[config.mk]
export PLATFORM = sky130hd
export DESIGN_NAME = imm_gen_pipe
export DESIGN_NICKNAME = d
export VERILOG_FILES = /design/src/rtl/imm_gen_pipe.sv
export SDC_FILE = /design/constraint.sdc
export NUM_CORES = 1
export LEC_CHECK = 0
export CAP_MARGIN = 20
export CORE_ASPECT_RATIO = 0.9
export CORE_MARGIN = 1.5
export CORE_UTILIZATION = 40
export DETAILED_ROUTE_END_ITERATION = 7
export PLACE_DENSITY = 0.75
export SYNTH_ARGS = -nofsm -noshare
export SYNTH_HDL_FRONTEND = slang
export SYNTH_SLANG_ARGS = --single-unit
export TNS_END_PERCENT = 5
[constraint.sdc]
create_clock -name clk -period 3.1 [get_ports clk]
set_input_delay 0.62 -clock clk [delete_from_list [all_inputs] [get_ports clk]]
set_output_delay 0.62 -clock clk [all_outputs]
set_load 0.02 [all_outputs]
[src/rtl/imm_gen_pipe.sv]
// RV32/RV64 immediate generator with a valid/ready output stage backed by a skid register.
// in_ready is a decode of registered state only, so there is no combinational ready path.
module imm_gen_pipe #(
    parameter int XLEN  = 32,
    parameter int SRC_W = 3
) (
    input  logic             clk,
    input  logic             rst,
    input  logic             in_valid,
    output logic             in_ready,
    input  logic [31:0]      instr,
    input  logic [SRC_W-1:0] ImmSrc,
    output logic             out_valid,
    input  logic             out_ready,
    output logic [XLEN-1:0]  ImmOp,
    output logic             out_illegal
);

    if (XLEN != 32 && XLEN != 64) begin : g_bad_xlen
        $error("imm_gen_pipe: XLEN must be 32 or 64");
    end

    localparam logic [SRC_W-1:0] SRC_I = SRC_W'(0);
    localparam logic [SRC_W-1:0] SRC_S = SRC_W'(1);
    localparam logic [SRC_W-1:0] SRC_B = SRC_W'(2);
    localparam logic [SRC_W-1:0] SRC_U = SRC_W'(3);
    localparam logic [SRC_W-1:0] SRC_J = SRC_W'(4);
    localparam logic [SRC_W-1:0] SRC_Z = SRC_W'(5);

    typedef enum logic [1:0] {
        EMPTY,
        ONE,
        FULL
    } state_t;

    typedef struct packed {
        logic [XLEN-1:0] imm;
        logic            illegal;
    } entry_t;

    state_t      state, state_nxt;
    entry_t      dec_entry, out_reg, skid_reg;
    logic [31:0] imm32;
    logic        accept, drain;

    // Opcode bits never contribute to any immediate.
    logic unused_opcode;
    assign unused_opcode = ^instr[6:0];

    // Every format is built as a 32-bit value and then sign-extended; Z has bit 31 clear.
    always_comb begin
        // NOTE: every combinational output gets a default first so no path leaves it unassigned (no latch).
        imm32             = '0;
        dec_entry.illegal = 1'b0;
        case (ImmSrc)
            SRC_I:   imm32 = {{20{instr[31]}}, instr[31:20]};
            SRC_S:   imm32 = {{20{instr[31]}}, instr[31:25], instr[11:7]};
            SRC_B:   imm32 = {{19{instr[31]}}, instr[31], instr[7], instr[30:25], instr[11:8], 1'b0};
            SRC_U:   imm32 = {instr[31:12], 12'b0};
            SRC_J:   imm32 = {{11{instr[31]}}, instr[31], instr[19:12], instr[20], instr[30:21], 1'b0};
            SRC_Z:   imm32 = {27'b0, instr[19:15]};
            default: dec_entry.illegal = 1'b1;
        endcase
        dec_entry.imm = XLEN'($signed(imm32));
    end

    assign accept = in_valid && in_ready;
    assign drain  = out_valid && out_ready;

    // NOTE: sequential state uses non-blocking assignments so all flops update together on the edge.
    always_ff @(posedge clk or posedge rst) begin
        if (rst) state <= EMPTY;
        else     state <= state_nxt;
    end

    always_comb begin
        state_nxt = state;
        case (state)
            EMPTY:   if (accept) state_nxt = ONE;
            ONE: begin
                if (accept && !drain)      state_nxt = FULL;
                else if (!accept && drain) state_nxt = EMPTY;
            end
            FULL:    if (drain) state_nxt = ONE;
            default: state_nxt = EMPTY;
        endcase
    end

    always_comb begin
        out_valid = (state != EMPTY);
        in_ready  = (state != FULL);
    end

    // NOTE: data registers are reset because ImmOp/out_illegal must read zero straight out of reset.
    always_ff @(posedge clk or posedge rst) begin
        if (rst) begin
            out_reg  <= '0;
            skid_reg <= '0;
        end else begin
            case (state)
                EMPTY: if (accept) out_reg <= dec_entry;
                ONE: begin
                    if (accept && drain) out_reg  <= dec_entry;
                    else if (accept)     skid_reg <= dec_entry;
                end
                FULL: if (drain) begin
                    out_reg  <= skid_reg;
                    skid_reg <= '0;
                end
                default: ;
            endcase
        end
    end

    assign ImmOp       = out_reg.imm;
    assign out_illegal = out_reg.illegal;

endmodule

==> impl_results.md, run 1 <==
- Status: finished, final reports clean
- Share of the synthesized area in the top cell type: 0.507
- Number of cell rows: 31
- Worst r2r path cells: 8
- Via count: between 2000 and 3000
- Async SR Flop Fraction: 1.00
- R2r setup slk: 0.61 ns
- Grt ovf: 0
- Post-DP HPWL: 5790 µm
- Critical R2R Launch: state[1]$_DFFE_PP0P_
- Clk buf depth: 2
- Seq cells post-synth: 68
- Post-route antenna net violation count: 0
- Largest net degree at the start of global routing: 69
- Number of flops mapped to enable cells by yosys: 0
- Root buffer cell: clkbuf_8
- Antenna violations before repair: 0
- Synthesized area per cell: 9.27 µm²
- Crit Path Class: flop to flop
- Fin crit period: about 2.5 ns
- NumNets Final: 455
- Most frequent cells in the layout: dfrtp_1, clkdlybuf4s50_1, nand2_1
- Clk_skew: 0.00956 ns
- GRT Total Usage: 0.203
- CTS HTree Levels: 3
- Vias in the first global route: 2938
- Final WL: approximately 8500 µm
- Port bufs: 66
- Pins Over Slew Limit: 0
- Die height: 89.9 µm
- Design area: 4240 µm²
- Crit Path Max Fanout: 54
- Pwr dens: about 970 nW/µm²
- Min-Delay Path Class: flop to flop
- CP endpoint: skid_reg[24]$_DFFE_PP0P_
- Layout area overhead: 26.5%
- Cell count after synthesis: 362
- Total CTS buffers: 9
- Routed len/inst: about 16 µm
- Setup Fix Bufs, Post-CTS: 0
- Fin crit share: 0.803
- FMAX: 402 MHz
- Number of distinct library cells after synthesis: 36
- CTS tree: yes
- Worst Setup Slack, final: about 0.61 ns
- Clock sinks: 68
- MaxCap Viol Count: 0
- Final Hold Fails: 0
- Initial Utilization: 0.414
- Worst vdd ir: 0.408 mV
- First-pass iteration count of the detailed router: 4
- Die Area: 8950 µm²
- Dominant cells by area after synthesis: dfrtp_1, nand2_1, a21oi_1
- Drt via density: about 5.6
- Total core area: 8110 µm²
- Worst path arrival time: 2.71 ns
- Syn nets: 403
- Cell taking the most area after synthesis: dfrtp_1
- Diodes inserted: 0
- Most common cell after layout, fill and taps aside: dfrtp_1
- Setup tns final: 0 ns
- Ports: 74
- Worst EP required: 3.33 ns
- Layout cells sized above 1: 0.0811
- DRC: 0
- Mapped cell area: 3360 µm²
- Fin Hold WS: 0.482 ns
- Die width: 99.5 µm
- CTS resizes: 0
- First-pass GRT wire length: between 10000 and 15000 µm
- Slew @ Worst Pin: 0.582 ns
- Post-synthesis sequential area ratio: 0.507
- Reg-to-reg endpoint: skid_reg[24]$_DFFE_PP0P_
- Clk pin slew, worst setup/hold paths: 0.08 ns
- Setup crit end kind: flop
- Max FFs per register: 33
- Worst setup SP type: flop
- RSZ-0062 raised after global routing: false
- Worst hold start: skid_reg[2]$_DFFE_PP0P_
- Main synth FF type: dfrtp_1
- Final setup viols: 0
- Dpl cell area: 4050 µm²
- Post-CTS Hold Fix Bufs: 0
- CP startpoint: state[1]$_DFFE_PP0P_
- Static Leak: 1.86 nW
- Relative slew slack: 0.611
- Starting DRT DRC Count: 200
- Final RePlAce weighted congestion: between 0.8 and 0.9
- Skew-Pair Late Insertion Delay: 0.34 ns
- Setup WS pre-CTS: 0.415 ns
- Yosys warning count: 0
-- cell families after synthesis --
kind of cell | count (synthesis) | share of synthesized area
buffers and inverters | 48 | 0.0671
muxes | 14 | 0.0418
AOI/OAI and AO/OA | 131 | 0.246
DFF | 68 | 0.507
and+or+nand+nor | 97 | 0.125
adders and majority gates | 3 | 0.0108
xor gates and xnor gates | 1 | 0.00261
-- power breakdown --
part           internal, mW  total [mW]  switching (mW)  leakage (nW)
combinational         0.835        1.87            1.04         0.908
clock                 0.368       0.713           0.345         0.103
sequential             1.30        1.53           0.238         0.853
total                  2.50        4.12            1.62          1.86
-- worst min-delay path by stage --
| stage | end | slack, ns | cells after the start |
|---|---|---|---|
| after floorplan | skid_reg[2]$_DFFE_PP0P_ | 0.44 | 2 |
| after global placement | skid_reg[2]$_DFFE_PP0P_ | 0.46 | 2 |
| after CTS | skid_reg[20]$_DFFE_PP0P_ | 0.49 | 2 |
| after detailed placement | skid_reg[20]$_DFFE_PP0P_ | 0.47 | 2 |
| final | skid_reg[2]$_DFFE_PP0P_ | 0.48 | 2 |
| after global routing | skid_reg[1]$_DFFE_PP0P_ | 0.52 | 2 |
-- critical path, stage by stage (launching register included) --
cell      delay [ns]
dfrtp_1         0.50
nor2b_1         0.24
inv_2           0.15
and2_1          0.20
ha_1            0.22
and4bb_2        0.53
a21oi_4         0.06
buf_12          0.19
a22o_1          0.26
-- synthesized netlist by cell type, types with 2 or more instances --
cell / number
a21oi_1: 30
a22o_1: 12
a31oi_1: 9
a32oi_1: 4
and2_1: 2
buf_1: 2
buf_2: 17
buf_6: 3
clkbuf_1: 9
dfrtp_1: 68
ha_1: 2
inv_1: 15
mux2i_1: 14
nand2_1: 51
nand3_1: 8
nor2_1: 25
nor2b_1: 4
o21ai_0: 30
o21ai_1: 22
o22a_1: 8
o32ai_1: 12
-- layer usage --
metal | track usage | part of all wire | wire, µm | up-vias
met5 | 0 | 0 | 0 | -
met3 | 0.0498 | 0.062 | 531 | 8
li1 | - | - | - | 1383
met2 | 0.309 | 0.46 | 3920 | 98
met4 | 0.0552 | 0.012 | 106 | 0
met1 | 0.288 | 0.47 | 3970 | 1408
-- area by class of cell --
cell class / instances / area, µm²
fill: 725 / 3860
sequential: 68 / 1700
multi-input combinational: 246 / 1430
timing repair buffer: 73 / 738
clock buffer: 9 / 124
tap: 99 / 124
clock inverter: 7 / 67.6
inverter: 16 / 60.1
-- per-stage QoR --
stage	total power, mW	std cells	util
6_report	4.12	518	0.524
5_1_grt	4.42	518	0.524
4_1_cts	4.16	518	0.524
3_5_place_dp	3.43	502	0.500
3_3_place_gp	3.37	502	0.500
2_1_floorplan	2.67	362	-
(Power assumes the default switching activity.)
==> inputs of run 2 (changes only) <==
--- a/config.mk
+++ b/config.mk
@@ -10,7 +10,7 @@
 export CORE_MARGIN = 1.5
 export CORE_UTILIZATION = 40
 export DETAILED_ROUTE_END_ITERATION = 7
-export PLACE_DENSITY = 0.75
+export PLACE_DENSITY = 0.77
 export SYNTH_ARGS = -nofsm -noshare
 export SYNTH_HDL_FRONTEND = slang
 export SYNTH_SLANG_ARGS = --single-unit
==> constraint.sdc (replaced) <==
create_clock -name clk -period 2.2 [get_ports clk]
set_input_delay 0.44 -clock clk [delete_from_list [all_inputs] [get_ports clk]]
set_output_delay 0.44 -clock clk [all_outputs]
set_load 0.02 [all_outputs]
==> run 2 against run 1 <==
Clock skew is 0.0017 ns lower; routed wire length is 3.5% higher; critical path depth is 6 lower; clock power is 47% higher; utilization is 2.0 points higher; worst hold slack worse by 0.0021 ns; final area is 3.9% higher; sequential power is 41% higher; via count is 3.0% higher; clock-buffer cell count is 3 higher; global-route usage is 0.25 points higher; largest cell class unchanged; largest power group unchanged.
==> impl_results.md, run 2 (synthesis gave the netlist of run 1 again) <==
- Status: finished, final reports clean
- Slowest CP cell: clkdlybuf4s50_1
- Root buffer cell: clkbuf_8
- Fin Hold WS: 0.480 ns
- FMAX: 477 MHz
- Slew @ Worst Pin: 0.579 ns
- Skew-Pair Late Insertion Delay: ~0.35 ns
- Die width: approximately 100 µm
- Met2 Routed Length: 4100 µm
- Internal power: between 3 and 4 mW
- CTS HTree Levels: 3
- Layout area overhead: 31.4%
- CTS resizes: 1
- Worst setup SP type: flop
- GRT Total Usage: 0.205
- Sequential share of power: 0.358
- Vias in the first global route: about 2800
- Routed len/inst: 16.6 µm
- Initial Utilization: 0.414
- Largest net degree at the start of global routing: 69
- Static Leak: 1.95 nW
- Total CTS buffers: 9
- Worst vdd ir: 0.650 mV
- Die Area: 8950 µm²
- Starting DRT DRC Count: roughly 190
- WL met3: 634 µm
- Switch share: 0.382
- Most frequent cells in the layout: dfrtp_1, clkdlybuf4s50_1, nand2_1
- Number of cell rows: 31
- First-pass GRT wire length: around 14000 µm
- Die height: about 90 µm
- CTS tree: yes
- Final WL: 8820 µm
- Total core area: slightly above 8000 µm²
- Clk buf depth: 2
- Net Switching: about 2.3 mW
- Port bufs: 66
- Clock share of power: 0.174
- Antenna violations before repair: 0
- Final RePlAce weighted congestion: 0.891
- Grt ovf: 0
- Clk pin slew, worst setup/hold paths: 0.07 ns
- Relative slew slack: 0.613
- Most common cell after layout, fill and taps aside: dfrtp_1
- Post-DP HPWL: 6100 µm
- Clock sinks: 68
- Min-Delay Path Class: flop to flop
- Clk_skew: 0.00785 ns
- Post-route antenna net violation count: 0
- NumNets Final: 469
- Pins Over Slew Limit: 0
- Diodes inserted: 0
- Met1 WL: 3990 µm
- MaxCap Viol Count: 0
- Post-CTS Hold Fix Bufs: 0
- Drt via density: between 5 and 6
- Crit path largest cell delay: 0.54 ns
- Via count: roughly 3000
- RSZ-0062 raised after global routing: false
- Fin crit period: between 2 and 2.5 ns
- Crit Path Max Fanout: 7
- Core Util, Final: 0.544
- Combinational Power Share: 0.468
- Layout cells sized above 1: 0.109
- Pwr dens: 1360 nW/µm²
- Max FFs per register: 33
- Ports: 74
- Fin crit share: 0.952
- DRC: 0
- CP Cell Sequence: or2_2 -> clkdlybuf4s50_1
- Setup Fix Bufs, Post-CTS: 0
- Worst EP required: 1.76 ns
- Setup crit end kind: output port
- Worst path arrival time: 1.65 ns
- Final setup viols: 0
- Final Hold Fails: 0
- Crit Path Class: flop to output port
- CP bufs+invs: 1
- Max layer used: met4
- First-pass iteration count of the detailed router: 7
- CP delay by family, top: buffers and inverters
run 2: changes by cell type in the layout (fill, tap and decap cells not counted):
cell             previous run  this run
clkinv_2                    4         2
clkinv_4                    2         0
clkdlybuf4s50_1            66        65
clkbuf_1                    0         1
dlygate4sd2_1               0         1
clkbuf_8                    9        11
clkinvlp_4                  0         1
buf_4                       5        15
buf_12                      2         6
run 2: layer usage:
metal,vias to the layer above,GRT usage
met2,132,0.321
met3,12,0.0599
met1,1433,0.279
met5,-,0
li1,1406,-
met4,0,0.0552
run 2: worst reg2reg max path, cell delays in order (launching register included):
cell and delay [ns]:
dfrtp_1 0.46, or2_2 0.31, nand2_1 0.10, inv_1 0.05, ha_1 0.19, and4bb_2 0.34, a21oi_4 0.05, buf_4 0.20
a22o_1 0.25
run 2: final timing paths:
| check | start | endpoint | slack (ns) | depth (start not counted) |
|---|---|---|---|---|
| min in group asynchronous | rst | ImmOp[30]$_DFFE_PP0P_ | 0.49 | 3 |
| worst max register to register | state[0]$_DFFE_PP0P_ | skid_reg[27]$_DFFE_PP0P_ | 0.12 | 8 |
| max in group asynchronous | rst | ImmOp[0]$_DFFE_PP0P_ | 1.42 | 3 |
| worst min register to register | skid_reg[5]$_DFFE_PP0P_ | skid_reg[5]$_DFFE_PP0P_ | 0.48 | 2 |
| worst max-delay path | state[0]$_DFFE_PP0P_ | out_valid | 0.11 | 2 |
| worst min-delay path | skid_reg[5]$_DFFE_PP0P_ | skid_reg[5]$_DFFE_PP0P_ | 0.48 | 2 |
run 2: area by class of cell:
cell class	count	area (µm²)
clock inverters	4	47.5
repair buffers	87	892
well taps	99	124
clock buffers	12	155
inverters	16	60.1
flip-flops and latches	68	1700
fillers	741	3700
multi-input cells	246	1430
run 2: power by group through the flow:
stage	Clock [mW]	Sequential (mW)	Combinational (mW)
global placement	0	2.15	2.75
finish	1.05	2.15	2.82
detailed placement	0	2.17	2.82
floorplan	0	2.49	1.27
global route	1.14	2.22	3.05
CTS	1.07	2.15	2.84
run 2: per-stage QoR:
| step | power (mW) | cell area [µm²] | std cells | TNS (ns) | worst slack, ns |
|---|---|---|---|---|---|
| CTS | 6.06 | 4410 | 532 | 0 | 0.0938 |
| floorplan | 3.77 | 3360 | 362 | 0 | 0.0275 |
| detailed placement | 5.00 | 4210 | 516 | -0.00435 | -0.00258 |
| global placement | 4.90 | 4210 | 516 | 0 | 0.0275 |
| global route | 6.41 | 4410 | 532 | 0 | 0.0261 |
| finish | 6.02 | 4410 | 532 | 0 | 0.105 |
